`src/rtl/vfu_pkg.sv`:
```
// Shared constants and instruction classification for the CFU <-> vector-core bridge.
package vfu_pkg;

  localparam logic [6:0] OP_V         = 7'h57;
  localparam logic [2:0] F3_OPMVV     = 3'b010;
  localparam logic [5:0] F6_VWXUNARY0 = 6'b010000;

  typedef enum logic {
    RSP_ACK    = 1'b0,
    RSP_SCALAR = 1'b1
  } rsp_kind_e;

  // vmv.x.s / vcpop.m / vfirst.m family: the only instructions that return a scalar.
  function automatic logic is_scalar_result(input logic [31:0] insn);
    return (insn[6:0] == OP_V) && (insn[14:12] == F3_OPMVV) && (insn[31:26] == F6_VWXUNARY0);
  endfunction

endpackage

```
`src/rtl/vfu_cmd_bridge_if.sv`:
```
// CFU command/response bus; master is the CPU side, slave is the bridge.
interface vfu_cmd_bridge_if #(
  parameter int XLEN       = 32,
  parameter int INSN_WIDTH = 32
);
  logic                  cmd_valid;
  logic                  cmd_ready;
  logic [INSN_WIDTH-1:0] cmd_payload_instruction;
  logic [XLEN-1:0]       cmd_payload_inputs_0;
  logic [XLEN-1:0]       cmd_payload_inputs_1;
  logic                  rsp_valid;
  logic                  rsp_ready;
  logic [XLEN-1:0]       rsp_payload_output;

  modport master (
    output cmd_valid, cmd_payload_instruction, cmd_payload_inputs_0, cmd_payload_inputs_1, rsp_ready,
    input  cmd_ready, rsp_valid, rsp_payload_output
  );

  modport slave (
    input  cmd_valid, cmd_payload_instruction, cmd_payload_inputs_0, cmd_payload_inputs_1, rsp_ready,
    output cmd_ready, rsp_valid, rsp_payload_output
  );
endinterface

```
`src/rtl/vfu_fifo_chk.sv`:
```
// Simulation-only protocol checks for vfu_sync_fifo.
module vfu_fifo_chk (
  input logic clk,
  input logic reset,
  input logic push,
  input logic pop,
  input logic full,
  input logic empty
);
  a_no_overflow:  assert property (@(posedge clk) disable iff (reset) !(push && full));
  a_no_underflow: assert property (@(posedge clk) disable iff (reset) !(pop && empty));
endmodule

```
`src/rtl/vfu_sync_fifo.sv`:
```
// Registered synchronous FIFO, first word visible at head_data; pointers carry an extra wrap bit.
module vfu_sync_fifo #(
  parameter int WIDTH = 1,
  parameter int DEPTH = 2
) (
  input  logic                   clk,
  input  logic                   reset,
  input  logic                   push,
  input  logic [WIDTH-1:0]       push_data,
  input  logic                   pop,
  output logic [WIDTH-1:0]       head_data,
  output logic [$clog2(DEPTH):0] count,
  output logic                   full,
  output logic                   empty
);
  localparam int PW = $clog2(DEPTH) + 1;
  localparam int AW = (DEPTH > 1) ? $clog2(DEPTH) : 1;
  localparam logic [PW-1:0] MSB_ONLY = PW'(1) << (PW - 1);

  logic [WIDTH-1:0] mem_r [DEPTH];
  logic [PW-1:0]    wr_ptr_r;
  logic [PW-1:0]    rd_ptr_r;
  logic [AW-1:0]    wr_idx_s;
  logic [AW-1:0]    rd_idx_s;

  generate
    if (DEPTH > 1) begin : g_idx
      assign wr_idx_s = wr_ptr_r[AW-1:0];
      assign rd_idx_s = rd_ptr_r[AW-1:0];
    end else begin : g_idx_single
      assign wr_idx_s = 1'b0;
      assign rd_idx_s = 1'b0;
    end
  endgenerate

  // Storage and pointer update; memory is cleared so the head never shows stale data after reset.
  always_ff @(posedge clk) begin
    if (reset) begin
      wr_ptr_r <= '0;
      rd_ptr_r <= '0;
      for (int i = 0; i < DEPTH; i++) begin
        mem_r[i] <= '0;
      end
    end else begin
      if (push) begin
        mem_r[wr_idx_s] <= push_data;
        wr_ptr_r        <= wr_ptr_r + PW'(1);
      end
      if (pop) begin
        rd_ptr_r <= rd_ptr_r + PW'(1);
      end
    end
  end

  assign head_data = mem_r[rd_idx_s];
  assign count     = wr_ptr_r - rd_ptr_r;
  assign empty     = (wr_ptr_r == rd_ptr_r);
  assign full      = ((wr_ptr_r ^ rd_ptr_r) == MSB_ONLY);

  vfu_fifo_chk u_chk (
    .clk   (clk),
    .reset (reset),
    .push  (push),
    .pop   (pop),
    .full  (full),
    .empty (empty)
  );
endmodule

```
`src/rtl/vfu_cmd_bridge.sv`:
```
// CFU <-> vector-core bridge: one in-order response per command, zero acks for non-scalar
// instructions, and credit-reserved buffering for core scalar results (the core cannot stall).
module vfu_cmd_bridge import vfu_pkg::*; #(
  parameter int XLEN       = 32,
  parameter int INSN_WIDTH = 32,
  parameter int ORD_DEPTH  = 4,
  parameter int RSP_DEPTH  = 2
) (
  input  logic                       clk,
  input  logic                       reset,
  vfu_cmd_bridge_if.slave            cfu,
  output logic                       core_insn_valid,
  input  logic                       core_insn_ready,
  output logic [INSN_WIDTH-1:0]      core_insn,
  output logic [XLEN-1:0]            core_data_1,
  output logic [XLEN-1:0]            core_data_2,
  input  logic                       core_out_valid,
  input  logic [XLEN-1:0]            core_out_data,
  output logic [$clog2(ORD_DEPTH):0] outstanding,
  output logic                       err_unexpected
);
  localparam int OCW = $clog2(ORD_DEPTH) + 1;
  localparam int RCW = $clog2(RSP_DEPTH) + 1;

  logic            expects_s;
  logic            credit_ok_s;
  logic            issue_ok_s;
  logic            accept_s;
  logic            pop_s;
  logic            res_push_s;
  logic            res_pop_s;
  logic            stray_s;
  logic [RCW:0]    credit_sum_s;
  logic [RCW-1:0]  owed_r;
  logic            err_r;
  logic [0:0]      ord_head_s;
  logic [OCW-1:0]  ord_count_s;
  logic            ord_full_s;
  logic            ord_empty_s;
  logic [XLEN-1:0] res_head_s;
  logic [RCW-1:0]  res_count_s;
  logic            res_full_s;
  logic            res_empty_s;
  logic            rsp_valid_s;
  logic [XLEN-1:0] rsp_payload_s;
  rsp_kind_e       head_kind_s;

  // Issue gating: a scalar-result command needs a result slot that is neither filled nor already promised.
  always_comb begin
    expects_s    = is_scalar_result(cfu.cmd_payload_instruction[31:0]);
    credit_sum_s = {1'b0, owed_r} + {1'b0, res_count_s};
    credit_ok_s  = (credit_sum_s < (RCW + 1)'(RSP_DEPTH));
    issue_ok_s   = !reset && !ord_full_s && (!expects_s || credit_ok_s);
    accept_s     = cfu.cmd_valid && core_insn_ready && issue_ok_s;
    res_push_s   = core_out_valid && (owed_r != '0);
    stray_s      = core_out_valid && (owed_r == '0);
  end

  assign cfu.cmd_ready   = core_insn_ready && issue_ok_s;
  assign core_insn_valid = cfu.cmd_valid && issue_ok_s;
  assign core_insn       = cfu.cmd_payload_instruction;
  assign core_data_1     = cfu.cmd_payload_inputs_0;
  assign core_data_2     = cfu.cmd_payload_inputs_1;

  // Response selection from the order-FIFO head.
  always_comb begin
    head_kind_s   = rsp_kind_e'(ord_head_s);
    rsp_valid_s   = 1'b0;
    rsp_payload_s = '0;
    if (ord_empty_s) begin
      rsp_valid_s   = 1'b0;
      rsp_payload_s = '0;
    end else begin
      case (head_kind_s)
        RSP_ACK: begin
          rsp_valid_s   = 1'b1;
          rsp_payload_s = '0;
        end
        RSP_SCALAR: begin
          rsp_valid_s   = !res_empty_s;
          rsp_payload_s = res_empty_s ? '0 : res_head_s;
        end
        default: begin
          rsp_valid_s   = 1'b0;
          rsp_payload_s = '0;
        end
      endcase
    end
    pop_s     = rsp_valid_s && cfu.rsp_ready;
    res_pop_s = pop_s && (head_kind_s == RSP_SCALAR);
  end

  assign cfu.rsp_valid          = rsp_valid_s;
  assign cfu.rsp_payload_output = rsp_payload_s;

  // Credits owed by the core; an accept and a delivered result in the same cycle cancel out.
  always_ff @(posedge clk) begin
    if (reset) begin
      owed_r <= '0;
      err_r  <= 1'b0;
    end else begin
      owed_r <= owed_r + RCW'(accept_s && expects_s) - RCW'(res_push_s);
      if (stray_s) begin
        err_r <= 1'b1;
      end
    end
  end

  assign outstanding    = ord_count_s;
  assign err_unexpected = err_r;

  vfu_sync_fifo #(.WIDTH(1), .DEPTH(ORD_DEPTH)) u_ord_fifo (
    .clk       (clk),
    .reset     (reset),
    .push      (accept_s),
    .push_data (expects_s),
    .pop       (pop_s),
    .head_data (ord_head_s),
    .count     (ord_count_s),
    .full      (ord_full_s),
    .empty     (ord_empty_s)
  );

  vfu_sync_fifo #(.WIDTH(XLEN), .DEPTH(RSP_DEPTH)) u_res_fifo (
    .clk       (clk),
    .reset     (reset),
    .push      (res_push_s),
    .push_data (core_out_data),
    .pop       (res_pop_s),
    .head_data (res_head_s),
    .count     (res_count_s),
    .full      (res_full_s),
    .empty     (res_empty_s)
  );
endmodule

```
`src/flat_wrapper.sv`:
```
// flat-port wrapper written by rule: the top's interface ports become plain ports
module vfu_cmd_bridge_flat import vfu_pkg::*;
#(
  parameter int XLEN       = 32,
  parameter int INSN_WIDTH = 32,
  parameter int ORD_DEPTH  = 4,
  parameter int RSP_DEPTH  = 2
)
  (clk, reset, core_insn_valid, core_insn_ready, core_insn, core_data_1, core_data_2, core_out_valid, core_out_data, outstanding, err_unexpected, cfu_cmd_valid, cfu_cmd_payload_instruction, cfu_cmd_payload_inputs_0, cfu_cmd_payload_inputs_1, cfu_rsp_ready, cfu_cmd_ready, cfu_rsp_valid, cfu_rsp_payload_output);
  vfu_cmd_bridge_if #(.XLEN(XLEN), .INSN_WIDTH(INSN_WIDTH)) cfu_i ();
  input  logic clk;
  input  logic reset;
  output logic core_insn_valid;
  input  logic core_insn_ready;
  output logic [INSN_WIDTH-1:0] core_insn;
  output logic [XLEN-1:0] core_data_1;
  output logic [XLEN-1:0] core_data_2;
  input  logic core_out_valid;
  input  logic [XLEN-1:0] core_out_data;
  output logic [$clog2(ORD_DEPTH):0] outstanding;
  output logic err_unexpected;
  input wire logic [$bits(cfu_i.cmd_valid)-1:0] cfu_cmd_valid;
  input wire logic [$bits(cfu_i.cmd_payload_instruction)-1:0] cfu_cmd_payload_instruction;
  input wire logic [$bits(cfu_i.cmd_payload_inputs_0)-1:0] cfu_cmd_payload_inputs_0;
  input wire logic [$bits(cfu_i.cmd_payload_inputs_1)-1:0] cfu_cmd_payload_inputs_1;
  input wire logic [$bits(cfu_i.rsp_ready)-1:0] cfu_rsp_ready;
  output wire logic [$bits(cfu_i.cmd_ready)-1:0] cfu_cmd_ready;
  output wire logic [$bits(cfu_i.rsp_valid)-1:0] cfu_rsp_valid;
  output wire logic [$bits(cfu_i.rsp_payload_output)-1:0] cfu_rsp_payload_output;
  assign cfu_i.cmd_valid = cfu_cmd_valid;
  assign cfu_i.cmd_payload_instruction = cfu_cmd_payload_instruction;
  assign cfu_i.cmd_payload_inputs_0 = cfu_cmd_payload_inputs_0;
  assign cfu_i.cmd_payload_inputs_1 = cfu_cmd_payload_inputs_1;
  assign cfu_i.rsp_ready = cfu_rsp_ready;
  assign cfu_cmd_ready = cfu_i.cmd_ready;
  assign cfu_rsp_valid = cfu_i.rsp_valid;
  assign cfu_rsp_payload_output = cfu_i.rsp_payload_output;
  vfu_cmd_bridge #(.XLEN(XLEN), .INSN_WIDTH(INSN_WIDTH), .ORD_DEPTH(ORD_DEPTH), .RSP_DEPTH(RSP_DEPTH)) u_core (.clk(clk), .reset(reset), .cfu(cfu_i), .core_insn_valid(core_insn_valid), .core_insn_ready(core_insn_ready), .core_insn(core_insn), .core_data_1(core_data_1), .core_data_2(core_data_2), .core_out_valid(core_out_valid), .core_out_data(core_out_data), .outstanding(outstanding), .err_unexpected(err_unexpected));
endmodule
```
`config.mk`:
```
export PLATFORM = sky130hd
export DESIGN_NAME = vfu_cmd_bridge_flat
export DESIGN_NICKNAME = d
export VERILOG_FILES = /design/src/rtl/vfu_pkg.sv /design/src/rtl/vfu_cmd_bridge_if.sv /design/src/rtl/vfu_fifo_chk.sv /design/src/rtl/vfu_sync_fifo.sv /design/src/rtl/vfu_cmd_bridge.sv /design/src/flat_wrapper.sv
export SDC_FILE = /design/constraint.sdc
export NUM_CORES = 1
export LEC_CHECK = 0
export BUFFER_PORTS_ARGS = -buffer_cell sky130_fd_sc_hd__buf_4
export CORE_AREA = 2 2 105 107
export CTS_BUF_LIST = sky130_fd_sc_hd__clkbuf_8
export CTS_CLUSTER_DIAMETER = 40
export CTS_CLUSTER_SIZE = 28
export DETAILED_ROUTE_END_ITERATION = 12
export DIE_AREA = 0 0 107 109
export PLACE_DENSITY = 0.79
export SLEW_MARGIN = 40
export SYNTH_ARGS = -nofsm -noshare
export SYNTH_HDL_FRONTEND = slang
export SYNTH_SLANG_ARGS = --single-unit
```
`constraint.sdc`:
```
create_clock -name clk -period 7.3 [get_ports clk]
set_input_delay 1.46 -clock clk [delete_from_list [all_inputs] [get_ports clk]]
set_output_delay 1.46 -clock clk [all_outputs]
set_load 0.005 [all_outputs]
```
* Word-level counts from Yosys, hierarchy flattened
Memory sizes are Yosys's and may differ from the RTL's. A register that Yosys moved wholly into a read port is not among the register bits. Cells that the tools add are included.
Cells by class: add/subtract/negate cells 9, order comparisons 1, eq/ne operators 6, multiplexer cells 23, bitwise gates (word level) 2, reduce and logical (&&, ||, !) cells 22
Operator list (number):
- 32-bit 2-to-1 mux | 3
- 32-bit one-hot mux with 2 select lines | 1
- 32-bit OR reduction | 1
- 1-bit 2-to-1 mux | 15
- 1-bit logical AND | 13
- 7-bit equality test, second input constant | 1
- 3-bit by 1-bit adder with 3-bit output, second input constant | 2
- 6-bit by 5-bit equality test with 1-bit output, second input constant | 1
- 2-bit 2-to-1 mux | 3
- 2-bit by 1-bit adder with 2-bit output, second input constant | 2
- 1-bit logical NOT | 4
- 2-bit by 2-bit adder with 3-bit output | 1
- 3-bit by 2-bit equality test with 1-bit output, second input constant | 1
- 3-bit equality test | 1
- 3-bit equality test, second input constant | 1
- 3-bit by 2-bit < comparator with 1-bit output, second input constant | 1
- 3-bit subtractor | 1
- 3-bit XOR | 1
- 2-bit by 1-bit adder with 2-bit output | 1
- 2-bit equality test | 1
- 2-bit logical NOT | 1
- 1-bit one-hot mux with 2 select lines | 1
- 2-bit nonzero test | 1
- 2-bit by 1-bit subtractor with 2-bit output | 1
- other kinds (4) | 4
Word-level totals: register bits after elaboration 13, RAM bits 68, bits of input ports 134, output and inout port bits 135, word-level logic and storage cells 71, memories kept 2
Memory list:
- u_core.u_res_fifo.mem_r | depth 2, width 32, read ports 1, clocked after Yosys merged registers in 1, wr ports 2, RTL line vfu_sync_fifo.sv:20 | logic [WIDTH-1:0] mem_r [DEPTH];
- u_core.u_ord_fifo.mem_r | depth 4, width 1, read ports 1, clocked after Yosys merged registers in 1, wr ports 4, RTL line vfu_sync_fifo.sv:20

* Logic depth before layout (Yosys ltp)
word-level depth 12, depth in mapped cells 13, mapped depth without buffers 12

* Hierarchy
A second synthesis with hierarchy kept.
Second synthesis, totals: cell total of the unflattened synthesis 457, area total of the unflattened synthesis 4964.8 um^2
Modules (own cells, without submodules):
- vfu_sync_fifo at u_core.u_res_fifo | times used 1, cells each 234, area an instance 3121.7 um^2, sequential area each 2021.9 um^2
- vfu_cmd_bridge | times used 1, cells each 167, area an instance 1232.4 um^2, sequential area each 60.1 um^2
- vfu_sync_fifo at u_core.u_ord_fifo | times used 1, cells each 56, area an instance 610.6 um^2, sequential area each 280.3 um^2

* Worst setup path before layout
No wires, ideal clock.
path kind in2reg, from input core_out_valid, to memory u_core.u_res_fifo.mem_r[1][0] (netlist bit) (enable), setup time 468 ps, data arrival time 4009 ps, required time 6832 ps, setup slack 2822 ps, cell stages on the path 2, path buffers 0, path through o21ai_0 > o21ai_0
RTL lines:
- start, declared | RTL line flat_wrapper.sv:18 | input logic core_out_valid;
- end, declared | RTL line vfu_sync_fifo.sv:20

* Worst setup path in the final report
from register u_core.u_res_fifo.wr_ptr_r[0], to output core_insn_valid
On the way: longest elaborated chain between the ends 6
Ends and longest elaborated chain:
- start, declared | RTL line vfu_sync_fifo.sv:21 | logic [PW-1:0] wr_ptr_r;
- start signal, assigned | RTL line vfu_sync_fifo.sv:47 | wr_ptr_r <= wr_ptr_r + PW'(1);
- 2-bit subtractor | RTL line vfu_sync_fifo.sv:56 | assign count = wr_ptr_r - rd_ptr_r;
- 2-bit by 2-bit adder with 3-bit output | RTL line vfu_cmd_bridge.sv:51 | credit_sum_s = {1'b0, owed_r} + {1'b0, res_count_s};
- 3-bit by 2-bit < comparator with 1-bit output | RTL line vfu_cmd_bridge.sv:52 | credit_ok_s = (credit_sum_s < (RCW + 1)'(RSP_DEPTH));
- 1-bit logical OR | RTL line vfu_cmd_bridge.sv:53 | issue_ok_s = !reset && !ord_full_s && (!expects_s || credit_ok_s);
- 1-bit logical AND | RTL line vfu_cmd_bridge.sv:53
- 1-bit logical AND | RTL line vfu_cmd_bridge.sv:60 | assign core_insn_valid = cfu.cmd_valid && issue_ok_s;
- end, declared | RTL line flat_wrapper.sv:13 | output logic core_insn_valid;
No other way between the ends.

==> out/qor.csv <==
stage,metric,value,unit
status,outcome,completed,
place,placed_cell_area,5030,um2
sta,final-hold-violation-count,0,
setup_path,crit_required,5.84,ns
synthesis,synth-seq-cells,84,
synthesis,synthesis.area_per_instance,11.0,um2
die,die_width,107,um
clock_network,clock_slew_at_reported_path_ffs,0.09,ns
worst_hold_path,worst_hold_startpoint,u_core.err_unexpected,
pwr,power-per-cell-area,199,nW/um2
clock_network,worst_skew_pair.late_latency,0.35,ns
sta,grt_setup_unrepaired,false,
clock_network,cts_tree,done,
finish,layout.cells.non_filler,584,
sta,min_period_over_period,60.4,%
pwr,sequentialPowerShare,55.4,%
synthesis,synthesized_netlist_net_count,574,
setup_path,critical_path.endpoint_type,output pin,
pwr,power.internal,0.776,mW
pwr,netSwitchingPower,0.263,mW
place,placed_cells,568,
place,gpl.final_weighted_congestion,0.775,
finish,antenna_cells_inserted,0,
finish,syn2layout_area_growth,10.7,%
global_route,grt_usage,15.9,%
die,floorplan.initialDensity,44.5,%
global_route,number_of_antenna_violations_at_the_first_check_in_global_routing,0,
clock_network,clock-sinks,84,
sta,timing_max_transition_violations_final,0,
die,rows,38,
setup_path,crit_start,u_core.u_res_fifo.wr_ptr_r[0],
run,cap_viol_max_count,0,
clock_network,cts-root-buf,sky130_fd_sc_hd__clkbuf_8,
routing,avgRoutedWirePerCell,15.8,um
sta,max_freq,227,MHz
routing,detail_route.first_pass.iterations,4,
synthesis,yosysWarningCount,0,
clock_network,cts.path.max_buffers,2,
sta,finalWorstPathRequiredPeriod,4.41,ns
finish,finish.instance_area,5230,um2
global_route,met1_global_route_usage,18.0,%
sta,max_slew.worst_pin.slew,0.693,ns
pwr,power.switching_fraction,25.3,%
routing,num_vias,2918,
pwr,power.share.clock,31.1,%
clock_network,cts_hold_buffers,0,
finish,drive_above_1_share,31.3,%
setup_path,timing.critical_path.from_type,flip-flop,
sta,setup_total_negative_slack,0,ns
pwr,vdd.ir_drop.worst,0.0835,mV
place,io_buf_count,108,
synthesis,syn_inst,431,
place,hpwl,6540,um
clock_network,setup_fix_bufs_post_cts,0,
clock_network,numCtsBuffers,9,
synthesis,synthDistinctLibCells,35,
global_route,first_global_vias,2933,
global_route,met3_usage,5.74,%
global_route,grt_max_degree,38,
global_route,overflow,0,
pwr,comb_power_share,13.5,%
setup_path,timing.rr.start,u_core.u_res_fifo.wr_ptr_r[0],
pwr,p_leak,2.24,nW
finish,mostFrequentLayoutCells,"sky130_fd_sc_hd__buf_4, sky130_fd_sc_hd__edfxtp_1, sky130_fd_sc_hd__nor2_1, sky130_fd_sc_hd__mux2i_1",
routing,final_antenna_net_count,0,
setup_path,timing.critical_path.arrival,2.95,ns
sta,final-setup-viol-count,0,
die,die_height,109,um
sta,slew_limit_headroom,53.6,%
die,core_area,10600,um2
worst_hold_path,worst_hold_path_type,reg -> reg,
synthesis,yosys_most_used_dff,sky130_fd_sc_hd__edfxtp_1,
die,floorplan.die_area,11700,um2
setup_path,worst-path-max-fanout,37,
routing,detail_route.drc_violations,0,
finish,layout.cells.most_common,sky130_fd_sc_hd__buf_4,
finish,nets_final,582,
setup_path,timing.setup.critical_path_class,reg -> out,
global_route,gr-usage-met2,27.6,%
clock_network,cts_resized,0,
routing,totalWireLength,9210,um
synthesis,yosysSeqAreaShare,50.0,%
synthesis,syn-cell-area,4720,um2
sta,clock-skew-final,0.0129,ns
finish,fillers,926,
routing,count_of_routing_violations_after_the_opening_detailed_route_iteration,107,
clock_network,cts.htree.levels,3,
routing,avgViaCountPerCell,5.00,
synthesis,asyncSetResetFlopFracSynth,0,%
die,floorplan.io_pins,269,
global_route,global_route.peak_usage_layer,met2,
synthesis,edff_count_synth,68,
setup_path,regToRegSetupSlack,3.86,ns
global_route,wire_length_of_the_first_global_routing_pass,14400,um
-- final timing paths --
path / end / cells after the start
max: core_insn_valid / 8
min: u_core.err_unexpected / 2
max reg2reg: u_core.owed_r[1] / 12
min reg2reg: u_core.err_unexpected / 2
-- worst max-delay path, cell delays in order, from the launching register on --
cell,delay (ns)
sky130_fd_sc_hd__dfxtp_2,0.76
sky130_fd_sc_hd__inv_1,0.23
sky130_fd_sc_hd__ha_1,0.38
sky130_fd_sc_hd__nor2_1,0.14
sky130_fd_sc_hd__fa_1,0.44
sky130_fd_sc_hd__nor2_1,0.29
sky130_fd_sc_hd__nor2_1,0.10
sky130_fd_sc_hd__nor2_1,0.12
sky130_fd_sc_hd__buf_4,0.12
-- state kept, by name, indices dropped and copies added, names as in the netlist, named ones only --
name                        cells
u_core.u_ord_fifo.rd_ptr_r      3
u_core.owed_r                   2
u_core.u_res_fifo.mem_r        64
u_core.u_res_fifo.rd_ptr_r      2
u_core.u_ord_fifo.wr_ptr_r      3
u_core.u_res_fifo.wr_ptr_r      2
u_core.err_unexpected           1
u_core.u_ord_fifo.mem_r         4
-- cell type report --
cell class                      count  area, um2  share of cell area (%)
Sequential cell                    84       2370                    45.3
Multi-Input combinational cell    218       1570                    30.0
Timing Repair Buffer              112        876                    16.8
Tap cell                          140        175                    3.35
Clock buffer                        9        124                    2.37
Clock inverter                      7       67.6                    1.29
Inverter                           14       52.6                    1.01
-- kinds of logic (layout without fill, tap and decap cells) --
group / count (synthesis) / count (layout) / synth area share [%]
buffers and inverters: 129 / 142 / 18.0
adders and majority gates: 9 / 9 / 2.70
DFF: 84 / 84 / 50.0
muxes: 41 / 41 / 9.06
and+or+nand+nor: 140 / 140 / 15.8
AOI/OAI and AO/OA: 20 / 20 / 2.81
xor gates and xnor gates: 8 / 8 / 1.64
-- routing by layer --
layer  part of all wire, %  routed length [um]
met4                   1.6                 151
met3                   7.7                 706
met5                     0                   0
met1                    41                3730
met2                    50                4620
-- synthesized netlist by cell type (4+ instances only) --
cell type	count	area (um2)
sky130_fd_sc_hd__mux2i_1	36	360
sky130_fd_sc_hd__clkbuf_1	15	56.3
sky130_fd_sc_hd__nand2_1	12	45.0
sky130_fd_sc_hd__inv_1	14	52.6
sky130_fd_sc_hd__buf_4	96	721
sky130_fd_sc_hd__dfxtp_1	16	320
sky130_fd_sc_hd__xnor2_1	4	35.0
sky130_fd_sc_hd__edfxtp_1	68	2040
sky130_fd_sc_hd__buf_2	4	20.0
sky130_fd_sc_hd__nor2_1	46	173
sky130_fd_sc_hd__o21ai_0	7	35.0
sky130_fd_sc_hd__mux2_1	4	45.0
sky130_fd_sc_hd__and3_1	33	206
sky130_fd_sc_hd__and2_1	33	206
sky130_fd_sc_hd__ha_1	7	87.6
sky130_fd_sc_hd__a21oi_1	5	25.0
-- power by group through the flow --
| stage | Clock (mW) | Combinational [mW] | Sequential (mW) |
|---|---|---|---|
| after global routing | 0.350 | 0.156 | 0.582 |
| after floorplan | 0 | 0.117 | 0.576 |
| after detailed placement | 0 | 0.140 | 0.587 |
| final | 0.323 | 0.140 | 0.576 |
| after CTS | 0.330 | 0.141 | 0.576 |
| after global placement | 0 | 0.130 | 0.585 |
-- metrics by stage --
stage	hold WS [ns]	total power [mW]	setup WS (ns)	util, %
2_1_floorplan	0.460	0.693	2.82	-
4_1_cts	0.508	1.05	2.90	49.2
6_report	0.493	1.04	2.89	49.3
3_5_place_dp	0.488	0.727	3.29	47.4
3_3_place_gp	0.456	0.716	2.98	46.8
5_1_grt	0.544	1.09	2.66	49.3
Power figures use the tool's default switching activity.
